File: src/rtl/serial_bus_pkg.sv
// Shared definitions for the serial system bus: FSM encoding, mode values,
// default slave-ID width and the beat-count helper used by master and slave ports.
package serial_bus_pkg;

  typedef enum logic [2:0] {
    ST_IDLE  = 3'd0,
    ST_ADDR  = 3'd1,
    ST_WDATA = 3'd2,
    ST_RDATA = 3'd3,
    ST_DONE  = 3'd4
  } state_t;

  localparam logic MODE_READ  = 1'b0;
  localparam logic MODE_WRITE = 1'b1;

  localparam int DEFAULT_SLAVE_ADDR_WIDTH = 4;

  // Number of LANES-wide beats needed to carry a field of the given width.
  function automatic int beat_count(input int width, input int lanes);
    return width / lanes;
  endfunction

endpackage

File: src/rtl/serial_master_port_if.sv
// Device-side handshake plus serial bus signals of the master port.
// The master modport is the port's own view; the slave modport is the
// view of whatever drives the device requests and answers on the bus.
interface serial_master_port_if import serial_bus_pkg::*; #(
  parameter int ADDR_WIDTH       = 16,
  parameter int DATA_WIDTH       = 8,
  parameter int SLAVE_ADDR_WIDTH = DEFAULT_SLAVE_ADDR_WIDTH,
  parameter int LANES            = 1
);

  logic                        dvalid;
  logic                        dready;
  logic                        dmode;
  logic [ADDR_WIDTH-1:0]       daddr;
  logic [DATA_WIDTH-1:0]       dwdata;
  logic [DATA_WIDTH-1:0]       drdata;
  logic                        drvalid;
  logic                        derr;
  logic [SLAVE_ADDR_WIDTH-1:0] mslave;
  logic                        mbusy;
  logic                        mmode;
  logic [LANES-1:0]            mwdata;
  logic                        mvalid;
  logic [LANES-1:0]            mrdata;
  logic                        svalid;

  modport master (
    input  dvalid, dmode, daddr, dwdata, mrdata, svalid,
    output dready, drdata, drvalid, derr, mslave, mbusy, mmode, mwdata, mvalid
  );

  modport slave (
    output dvalid, dmode, daddr, dwdata, mrdata, svalid,
    input  dready, drdata, drvalid, derr, mslave, mbusy, mmode, mwdata, mvalid
  );

endinterface

File: src/rtl/lane_shifter.sv
// Lane-wide serialiser/deserialiser shared by the master and slave ports.
// The shift register sends its contents LSB-first, LANES bits per beat;
// the collector writes each incoming beat into the word slot it names.
module lane_shifter import serial_bus_pkg::*; #(
  parameter int SHIFT_WIDTH   = 20,
  parameter int COLLECT_WIDTH = 8,
  parameter int LANES         = 1,
  parameter int SLOT_WIDTH    = 4
) (
  input  logic                     clk,
  input  logic                     rst,
  input  logic                     load,
  input  logic [SHIFT_WIDTH-1:0]   load_data,
  input  logic                     shift,
  output logic [LANES-1:0]         beat_out,
  input  logic                     clear,
  input  logic                     capture,
  input  logic [SLOT_WIDTH-1:0]    slot,
  input  logic [LANES-1:0]         beat_in,
  output logic [COLLECT_WIDTH-1:0] collect_next
);

  logic [SHIFT_WIDTH-1:0]   sreg;
  logic [COLLECT_WIDTH-1:0] creg;

  assign beat_out = sreg[LANES-1:0];

  // Outgoing shift register: parallel load, then drop one beat per shift.
  always_ff @(posedge clk) begin
    if (rst) begin
      sreg <= '0;
    end else if (load) begin
      sreg <= load_data;
    end else if (shift) begin
      sreg <= sreg >> LANES;
    end
  end

  // Word as it would look with the current beat placed in its slot.
  always_comb begin
    collect_next = creg;
    collect_next[int'(slot)*LANES +: LANES] = beat_in;
  end

  // Incoming collector: cleared at the start of a read, updated per valid beat.
  always_ff @(posedge clk) begin
    if (rst || clear) begin
      creg <= '0;
    end else if (capture) begin
      creg <= collect_next;
    end
  end

endmodule

File: src/rtl/serial_master_port.sv
// Master-side bridge from a parallel device request to the serial system bus.
// Presents the slave ID in parallel, serialises local address and write data
// over LANES bits per beat, and assembles read data with a read timeout.
module serial_master_port import serial_bus_pkg::*; #(
  parameter int ADDR_WIDTH       = 16,
  parameter int DATA_WIDTH       = 8,
  parameter int SLAVE_ADDR_WIDTH = DEFAULT_SLAVE_ADDR_WIDTH,
  parameter int LANES            = 1,
  parameter int TIMEOUT          = 255
) (
  input logic                  clk,
  input logic                  rst,
  serial_master_port_if.master bus
);

  localparam int LOCAL_WIDTH = ADDR_WIDTH - SLAVE_ADDR_WIDTH;
  localparam int AB          = beat_count(LOCAL_WIDTH, LANES);
  localparam int DB          = beat_count(DATA_WIDTH, LANES);
  localparam int SHIFT_WIDTH = LOCAL_WIDTH + DATA_WIDTH;
  localparam int MAX_BEATS   = (AB > DB) ? AB : DB;
  localparam int CNT_WIDTH   = $clog2(MAX_BEATS + 1);
  localparam int TCNT_WIDTH  = $clog2(TIMEOUT + 1);

  localparam logic [CNT_WIDTH-1:0]  AB_LAST = CNT_WIDTH'(AB - 1);
  localparam logic [CNT_WIDTH-1:0]  DB_LAST = CNT_WIDTH'(DB - 1);
  localparam logic [TCNT_WIDTH-1:0] TO_LAST = TCNT_WIDTH'(TIMEOUT - 1);

  if ((LOCAL_WIDTH % LANES) != 0 || (DATA_WIDTH % LANES) != 0) begin : g_bad_lanes
    $error("LANES must divide both the local address width and DATA_WIDTH");
  end
  if (TIMEOUT < 1) begin : g_bad_timeout
    $error("TIMEOUT must be at least 1");
  end

  state_t                      state, state_d;
  logic [CNT_WIDTH-1:0]        cnt;
  logic [TCNT_WIDTH-1:0]       tcnt;
  logic                        accept;
  logic                        rd_done;
  logic                        rd_timeout;
  logic [DATA_WIDTH-1:0]       collect_next;

  logic                        mvalid_q, mvalid_d;
  logic                        drvalid_q, drvalid_d;
  logic                        derr_q, derr_d;
  logic [DATA_WIDTH-1:0]       drdata_q, drdata_d;
  logic [SLAVE_ADDR_WIDTH-1:0] mslave_q, mslave_d;
  logic                        mmode_q, mmode_d;

  assign accept     = (state == ST_IDLE) && bus.dvalid;
  assign rd_done    = (state == ST_RDATA) && bus.svalid && (cnt == DB_LAST);
  assign rd_timeout = (state == ST_RDATA) && !rd_done && (tcnt == TO_LAST);

  assign bus.dready  = (state == ST_IDLE);
  assign bus.mbusy   = (state != ST_IDLE);
  assign bus.mvalid  = mvalid_q;
  assign bus.drvalid = drvalid_q;
  assign bus.derr    = derr_q;
  assign bus.drdata  = drdata_q;
  assign bus.mslave  = mslave_q;
  assign bus.mmode   = mmode_q;

  // Address and write data share one shift register so data follows address seamlessly.
  lane_shifter #(
    .SHIFT_WIDTH  (SHIFT_WIDTH),
    .COLLECT_WIDTH(DATA_WIDTH),
    .LANES        (LANES),
    .SLOT_WIDTH   (CNT_WIDTH)
  ) u_shifter (
    .clk         (clk),
    .rst         (rst),
    .load        (accept),
    .load_data   ({(bus.dmode == MODE_WRITE) ? bus.dwdata : {DATA_WIDTH{1'b0}},
                   bus.daddr[LOCAL_WIDTH-1:0]}),
    .shift       ((state == ST_ADDR) || (state == ST_WDATA)),
    .beat_out    (bus.mwdata),
    .clear       ((state_d == ST_RDATA) && (state != ST_RDATA)),
    .capture     ((state == ST_RDATA) && bus.svalid),
    .slot        (cnt),
    .beat_in     (bus.mrdata),
    .collect_next(collect_next)
  );

  // State register; reset aborts any transfer in flight.
  always_ff @(posedge clk) begin
    if (rst) begin
      state <= ST_IDLE;
    end else begin
      state <= state_d;
    end
  end

  // Next-state decode; a completing read beat beats the timeout in the same cycle.
  always_comb begin
    state_d = state;
    unique case (state)
      ST_IDLE:  if (bus.dvalid) state_d = ST_ADDR;
      ST_ADDR:  if (cnt == AB_LAST) state_d = (mmode_q == MODE_WRITE) ? ST_WDATA : ST_RDATA;
      ST_WDATA: if (cnt == DB_LAST) state_d = ST_DONE;
      ST_RDATA: if (rd_done || rd_timeout) state_d = ST_DONE;
      ST_DONE:  state_d = ST_IDLE;
      default:  state_d = ST_IDLE;
    endcase
  end

  // Beat and timeout counters restart on every state entry.
  always_ff @(posedge clk) begin
    if (rst || (state_d != state)) begin
      cnt  <= '0;
      tcnt <= '0;
    end else begin
      if ((state == ST_ADDR) || (state == ST_WDATA) || ((state == ST_RDATA) && bus.svalid)) begin
        cnt <= cnt + CNT_WIDTH'(1);
      end
      if (state == ST_RDATA) begin
        tcnt <= tcnt + TCNT_WIDTH'(1);
      end
    end
  end

  // Next values of the registered outputs, derived from the upcoming state.
  always_comb begin
    mvalid_d  = (state_d == ST_ADDR) || (state_d == ST_WDATA);
    drvalid_d = (state_d == ST_DONE);
    derr_d    = (state_d == ST_DONE) && rd_timeout;
    drdata_d  = drdata_q;
    mslave_d  = mslave_q;
    mmode_d   = mmode_q;
    if (rd_done) begin
      drdata_d = collect_next;
    end else if (rd_timeout) begin
      drdata_d = '0;
    end
    if (accept) begin
      mslave_d = bus.daddr[ADDR_WIDTH-1:LOCAL_WIDTH];
      mmode_d  = bus.dmode;
    end
  end

  // Output registers; everything clears on reset.
  always_ff @(posedge clk) begin
    if (rst) begin
      mvalid_q  <= 1'b0;
      drvalid_q <= 1'b0;
      derr_q    <= 1'b0;
      drdata_q  <= '0;
      mslave_q  <= '0;
      mmode_q   <= 1'b0;
    end else begin
      mvalid_q  <= mvalid_d;
      drvalid_q <= drvalid_d;
      derr_q    <= derr_d;
      drdata_q  <= drdata_d;
      mslave_q  <= mslave_d;
      mmode_q   <= mmode_d;
    end
  end

endmodule

File: src/flat_wrapper.sv
// flat-port wrapper written by rule: the top's interface ports become plain ports
module serial_master_port_flat import serial_bus_pkg::*;
#(
  parameter int ADDR_WIDTH       = 16,
  parameter int DATA_WIDTH       = 8,
  parameter int SLAVE_ADDR_WIDTH = DEFAULT_SLAVE_ADDR_WIDTH,
  parameter int LANES            = 1,
  parameter int TIMEOUT          = 255
)
  (clk, rst, bus_dvalid, bus_dmode, bus_daddr, bus_dwdata, bus_mrdata, bus_svalid, bus_dready, bus_drdata, bus_drvalid, bus_derr, bus_mslave, bus_mbusy, bus_mmode, bus_mwdata, bus_mvalid);
  serial_master_port_if #(.ADDR_WIDTH(ADDR_WIDTH), .DATA_WIDTH(DATA_WIDTH), .SLAVE_ADDR_WIDTH(SLAVE_ADDR_WIDTH), .LANES(LANES)) bus_i ();
  input logic clk;
  input logic rst;
  input wire logic [$bits(bus_i.dvalid)-1:0] bus_dvalid;
  input wire logic [$bits(bus_i.dmode)-1:0] bus_dmode;
  input wire logic [$bits(bus_i.daddr)-1:0] bus_daddr;
  input wire logic [$bits(bus_i.dwdata)-1:0] bus_dwdata;
  input wire logic [$bits(bus_i.mrdata)-1:0] bus_mrdata;
  input wire logic [$bits(bus_i.svalid)-1:0] bus_svalid;
  output wire logic [$bits(bus_i.dready)-1:0] bus_dready;
  output wire logic [$bits(bus_i.drdata)-1:0] bus_drdata;
  output wire logic [$bits(bus_i.drvalid)-1:0] bus_drvalid;
  output wire logic [$bits(bus_i.derr)-1:0] bus_derr;
  output wire logic [$bits(bus_i.mslave)-1:0] bus_mslave;
  output wire logic [$bits(bus_i.mbusy)-1:0] bus_mbusy;
  output wire logic [$bits(bus_i.mmode)-1:0] bus_mmode;
  output wire logic [$bits(bus_i.mwdata)-1:0] bus_mwdata;
  output wire logic [$bits(bus_i.mvalid)-1:0] bus_mvalid;
  assign bus_i.dvalid = bus_dvalid;
  assign bus_i.dmode = bus_dmode;
  assign bus_i.daddr = bus_daddr;
  assign bus_i.dwdata = bus_dwdata;
  assign bus_i.mrdata = bus_mrdata;
  assign bus_i.svalid = bus_svalid;
  assign bus_dready = bus_i.dready;
  assign bus_drdata = bus_i.drdata;
  assign bus_drvalid = bus_i.drvalid;
  assign bus_derr = bus_i.derr;
  assign bus_mslave = bus_i.mslave;
  assign bus_mbusy = bus_i.mbusy;
  assign bus_mmode = bus_i.mmode;
  assign bus_mwdata = bus_i.mwdata;
  assign bus_mvalid = bus_i.mvalid;
  serial_master_port #(.ADDR_WIDTH(ADDR_WIDTH), .DATA_WIDTH(DATA_WIDTH), .SLAVE_ADDR_WIDTH(SLAVE_ADDR_WIDTH), .LANES(LANES), .TIMEOUT(TIMEOUT)) u_core (.clk(clk), .rst(rst), .bus(bus_i));
endmodule
File: config.mk
export PLATFORM = sky130hd
export DESIGN_NAME = serial_master_port_flat
export DESIGN_NICKNAME = d
export VERILOG_FILES = /design/src/rtl/serial_bus_pkg.sv /design/src/rtl/serial_master_port_if.sv /design/src/rtl/lane_shifter.sv /design/src/rtl/serial_master_port.sv /design/src/flat_wrapper.sv
export SDC_FILE = /design/constraint.sdc
export NUM_CORES = 1
export LEC_CHECK = 0
export CAP_MARGIN = 20
export CORE_ASPECT_RATIO = 0.7
export CORE_MARGIN = 10
export CORE_UTILIZATION = 40
export DETAILED_ROUTE_END_ITERATION = 10
export PLACE_DENSITY = 0.7
export SYNTH_ARGS = -nofsm -noshare
export SYNTH_HDL_FRONTEND = slang
export SYNTH_HIERARCHICAL = 1
export SYNTH_SLANG_ARGS = --single-unit
File: constraint.sdc
create_clock -name clk -period 3.37 [get_ports clk]
set_clock_uncertainty 0.05 [all_clocks]
set_input_delay 0.674 -clock clk [delete_from_list [all_inputs] [get_ports clk]]
set_output_delay 0.674 -clock clk [all_outputs]
set_load 0.01 [all_outputs]
# == Word-level counts from Yosys, hierarchy flattened ==
# Index checks and enable logic that the tools add are counted.
# Widths: inputs -> output; s select.
# word_totals
output_inout_bits,19
input_bits,30
elab_cells,58
reg_bits,59
# op_classes
reduce_logical,18
n_eq_ne,12
muxes,12
addsub,3
n_shift,2
# ops
op,count
$mux 20,2
$neg 4->33,1
$shift 1x33->8 const A,1
$shiftx 1x33->8,1
$mux 8,3
$eq 3x2->1 const B,4
$mux 3,4
$pmux 3 s4,1
$add 8x1->8 const B,1
$bwmux 8,1
$eq 8x8->1 const B,1
$logic_and 1x1->1,7
$eq 3x1->1 const B,2
$logic_or 1x1->1,6
$add 4x1->4 const B,1
$eq 4x3->1 const B,1
$eq 4x4->1 const B,1
$reduce_bool 2->1,2
$eq 3x3->1 const B,1
$logic_not 3->1,1
$ne 3x2->1 const B,1
$ne 3x3->1,1
$reduce_bool 3->1,1
$logic_not 1->1,1
$mux 1,1

# == Longest topological paths before layout ==
# depth
word_depth,12
depth_mapped,9
ltp_nobuf,9

# == Cells and area by module ==
# Netlist, hierarchy kept.
# by_module_without_submodules
mod,cells_each,area_per_inst_um2,instances,seq_area_each_um2
lane_shifter,191,1570.3,1,560.5
serial_master_port,156,1402.6,1,620.6

# == Worst setup path before layout ==
# Ideal clock, no wire load.
# synth_path
path_type,register to register
startpoint,reg u_core.cnt[0]
endpoint,"reg u_core.drdata_q[4], in the netlist u_core/bus.drdata[4]"
required_ns,3.192
n_path_buf,1
path_stages_with_launch,10
synth_period_minus_slack_ns,2.425
path_slack_ns,0.945
setup_time_ns,0.128
t_arrival_ns,2.248
path_cell_list,dfxtp_1 > buf_2 > inv_1 > ha_1 > o21bai_1 > a21o_1 > a2111oi_2 > mux2_1 > a22oi_1 > nor2_1
# synth_via
word_cells_on_any_way,11
cone_classes,add/sub: 1; eq/ne: 1; shift: 2; mux: 2; reduce/logical: 5
# synth_rtl
element,line_no,rtl
"start, declared",serial_master_port.sv:36,logic [CNT_WIDTH-1:0] cnt;
"start signal, assigned",serial_master_port.sv:113,cnt <= cnt + CNT_WIDTH'(1);
$neg 4->33 (*),lane_shifter.sv:42,collect_next[int'(slot)*LANES +: LANES] = beat_in;
$shiftx 1x33->8 / $shift 1x33->8 (equally long branches),lane_shifter.sv:42,
$bwmux 8 (*),lane_shifter.sv:42,
net u_core.collect_next[4],serial_master_port.sv:41,logic [DATA_WIDTH-1:0] collect_next;
$mux 8 (*),serial_master_port.sv:129,if (rd_done) begin
"end signal, assigned",serial_master_port.sv:153,drdata_q <= drdata_d;
"end, declared",serial_master_port.sv:46,"logic [DATA_WIDTH-1:0] drdata_q, drdata_d;"
# Mark *: on every way through the listed nets, which the timed path passes. The rest lies on a longest branch.
# A chain may end at the register's enable or synchronous reset.

# == Final worst setup path ==
# Same ends and word-level chain as after synthesis.

==> results by group <==
Logic synthesis
  • Simple-gate share of the synthesized area: 0.235
  • Post-Syn Area: 2970 sq um
  • Area fraction of the dominant cell type after synthesis: 0.397
  • Post-synthesis adder-cell area fraction: 0.0337
  • Yosys warning total: 6
  • Number of synthesized register bits: 59
  • Mux cell area share after synthesis: 0.135
  • Post-synthesis async set-or-reset flop share: 0
  • Primary FF master, synth: dfxtp_1
  • Syn avg cell area: 8.57 sq um
  • Largest family of logic cells by synthesized area: simple AND/OR/NAND/NOR gates
  • Sequential area share after synthesis: 0.397
  • Syn_nets: 385
  • Synth top area cells: dfxtp_1 (40%), nor2_1 (10%), mux2i_1 (10%)
  • Post-synth cell types: 43
  • Post-synth top area cell: dfxtp_1
  • Top cells by count, synth: nor2_1 (83), dfxtp_1 (59), mux2i_1 (31)
  • Mapped Cells: 347
  • Synth Area in XOR/XNOR: 0.0408
  • EDFF count, synth: 0
  • Most common cell in the netlist: nor2_1
  • Complex-gate fraction of the synthesized area: 0.117

STA
  • Worst slew margin: 0.572
  • Setup Total Neg Slack: 0 ps
  • Final hold viol count: 0
  • Final setup fails: 0
  • Fin crit share: 0.808
  • Final Critical Period: 2720 ps
  • Max frequency: 0.367 GHz
  • Worst-Margin Slew: 640 ps
  • RSZ-0062 raised after global routing: false
  • Max-slew violation count: 0

Routing
  • Final antenna-violating net count: 0
  • Initial DRC Count: 125
  • Post-Route WL: 7180 microns
  • Via count: 2496
  • Vias/cell: 5.06
  • WL/cell: 14.6 microns
  • Drt pass-1 iters: 4
  • DRC errors left: 0

Power and ir drop
  • Worst VDD drop: 0.150 mV
  • Clock share of power: 0.364
  • Internal: 1.09 mW
  • Switch Pwr: 389 uW
  • Net switching fraction of the power: 0.262
  • P_leak: 1.44 nW
  • Power density over cell area: 402 nW/um^2
  • Gate power share: 0.139
  • Power share of the sequential group: 0.497

Clock network
  • Clock Pin Slew Worst Setup and Hold Paths: 60 ps
  • CTS tree: done
  • Clk Latency, worst-skew pair: 330 ps
  • H-tree lvl count: 3
  • CTS resizes: 0
  • Root Buffer: clkbuf_8
  • Hold-fix buffers, CTS: 0
  • Post-CTS Setup Inserts: 0
  • Max clock buf depth: 2
  • CTS buffer count: 9
  • # clock sinks: 59

Finish
  • Multi-input gate area: 1670 sq um
  • Diode count: 0
  • Area delta synth->final: 23.8%
  • Sequential cell area: 1180 sq um
  • Final #Nets: 431
  • Layout cell share with drive strength beyond 1: 0.0861
  • Final Instance Count excl. Fillers: 493
  • Fill cells: 673

Floorplan
  • Starting density of the core: 0.410
  • Die ar.: 11300 sq um
  • Num ports: 49
  • Die W: 123 microns
  • Die height: 92.1 microns
  • Core area: 7250 sq um
  • Row cnt: 26

Global route
  • Initial antenna violation count: 0
  • Gr usage total: 0.130
  • GR Overflow Total: 0
  • Number of global-route vias before repair: 2447
  • First-pass GRT wire length: 11900 microns
  • Largest net degree at the start of global routing: 31

Placement
  • Post-DP HPWL: 5270 microns
  • GP Congestion: 0.821
  • PortBufs: 48
  • Post-Place Cells: 480

Worst setup path
  • Crit path kind: reg2reg
  • Critical path arrival: 2900 ps
  • Crit path capture type: flop
  • Worst-path maximum fanout: 14
  • Req. time, crit path: 3550 ps
  • Startpoint types: flop

Run status
  • Status: finished, final reports clean

Worst hold path
  • Worst hold path class: reg2reg

Run
  • Max Cap Viol: 0
[worst max-delay path, stage by stage (launching register included)]
cell	delay, ps
dfxtp_1	680
inv_1	150
ha_1	340
o21bai_1	200
a21o_1	240
a2111oi_2	410
mux2_1	360
a22oi_1	150
nor2_1	50
[flip-flops by register name (all words and copies together), names as in the netlist]
signal	flops
u_core/tcnt	8
u_core/bus.drdata	8
u_core/cnt	4
u_core/u_shifter/sreg	20
u_core/bus.mslave	4
u_core/bus.derr	1
u_core/bus.mmode	1
u_core/bus.mvalid	1
u_core/state	3
u_core/bus.drvalid	1
u_core/u_shifter/creg	8
[power by group through the flow]
| stage | clock (mW) | sequential, mW | combinational (mW) |
|---|---|---|---|
| floorplan | 0 | 0.746 | 0.131 |
| global placement | 0 | 0.750 | 0.200 |
| detailed placement | 0 | 0.751 | 0.204 |
| CTS | 0.555 | 0.735 | 0.205 |
| global route | 0.590 | 0.738 | 0.227 |
| finish | 0.540 | 0.735 | 0.206 |
[cell families after synthesis]
logic type | after synthesis
muxes | 39
buffers and inverters | 26
xor gates and xnor gates | 13
AOI/OAI and AO/OA | 51
DFF | 59
and+or+nand+nor | 151
adders and majority gates | 8
[stage by stage]
step / total power [mW] / hold slack (ps) / area, sq um / setup slack (ps) / util
final: 1.48 / 413 / 3680 / 647 / 0.507
after global routing: 1.56 / 453 / 3680 / 514 / 0.507
after CTS: 1.50 / 417 / 3680 / 697 / 0.507
after detailed placement: 0.955 / 410 / 3520 / 698 / 0.486
after global placement: 0.950 / 400 / 3520 / 801 / 0.486
after floorplan: 0.877 / 381 / 2970 / 945 / -
[metal layers]
layer	vias up	GRT usage	wire, microns
met3	9	0.0429	242
met5	-	0	0
met1	1167	0.166	3520
met4	0	0.0406	104
li1	1284	-	-
met2	36	0.201	3320
[placed cells by master, fill, tap and decap left out, types with 2 or more instances in the layout]
cell type        Yosys  final
a2111oi_2            3      3
a21oi_1             30     29
a22oi_1              8      8
and2_1              13     13
and3b_1              3      3
buf_4                1      5
clkbuf_8             0     10
clkdlybuf4s50_1      0     48
clkinv_2             0      2
dfxtp_1             59     59
ha_1                 8      8
inv_1                8      8
mux2_2               7      7
mux2i_1             31     31
nand2_1             18     18
nand2b_1             3      3
nand3_1              9      9
nand4_1              5      5
nand4b_1             3      3
nor2_1              83     83
nor3_1               5      5
o21bai_1             2      2
or2_2                2      2
xnor2_1              5      5
xor2_1               7      7
[final timing paths]
check / from / endpoint / slack [ps] / cells past startpoint
max: u_core/cnt[0] / u_core/bus.drdata[4] / 650 / 8
min: u_core/u_shifter/creg[4] / u_core/u_shifter/creg[4] / 410 / 2
max reg2reg: u_core/cnt[0] / u_core/bus.drdata[4] / 650 / 8
min reg2reg: u_core/u_shifter/creg[4] / u_core/u_shifter/creg[4] / 410 / 2
[layout make-up]
type	count	area share
well taps	98	0.0333
clock inverters	3	0.00476
multi-input cells	262	0.455
flip-flops and latches	59	0.321
inverters	8	0.00816
clock buffers	10	0.0374
repair buffers	53	0.141
No activity file was read; power rests on OpenSTA's default activity.
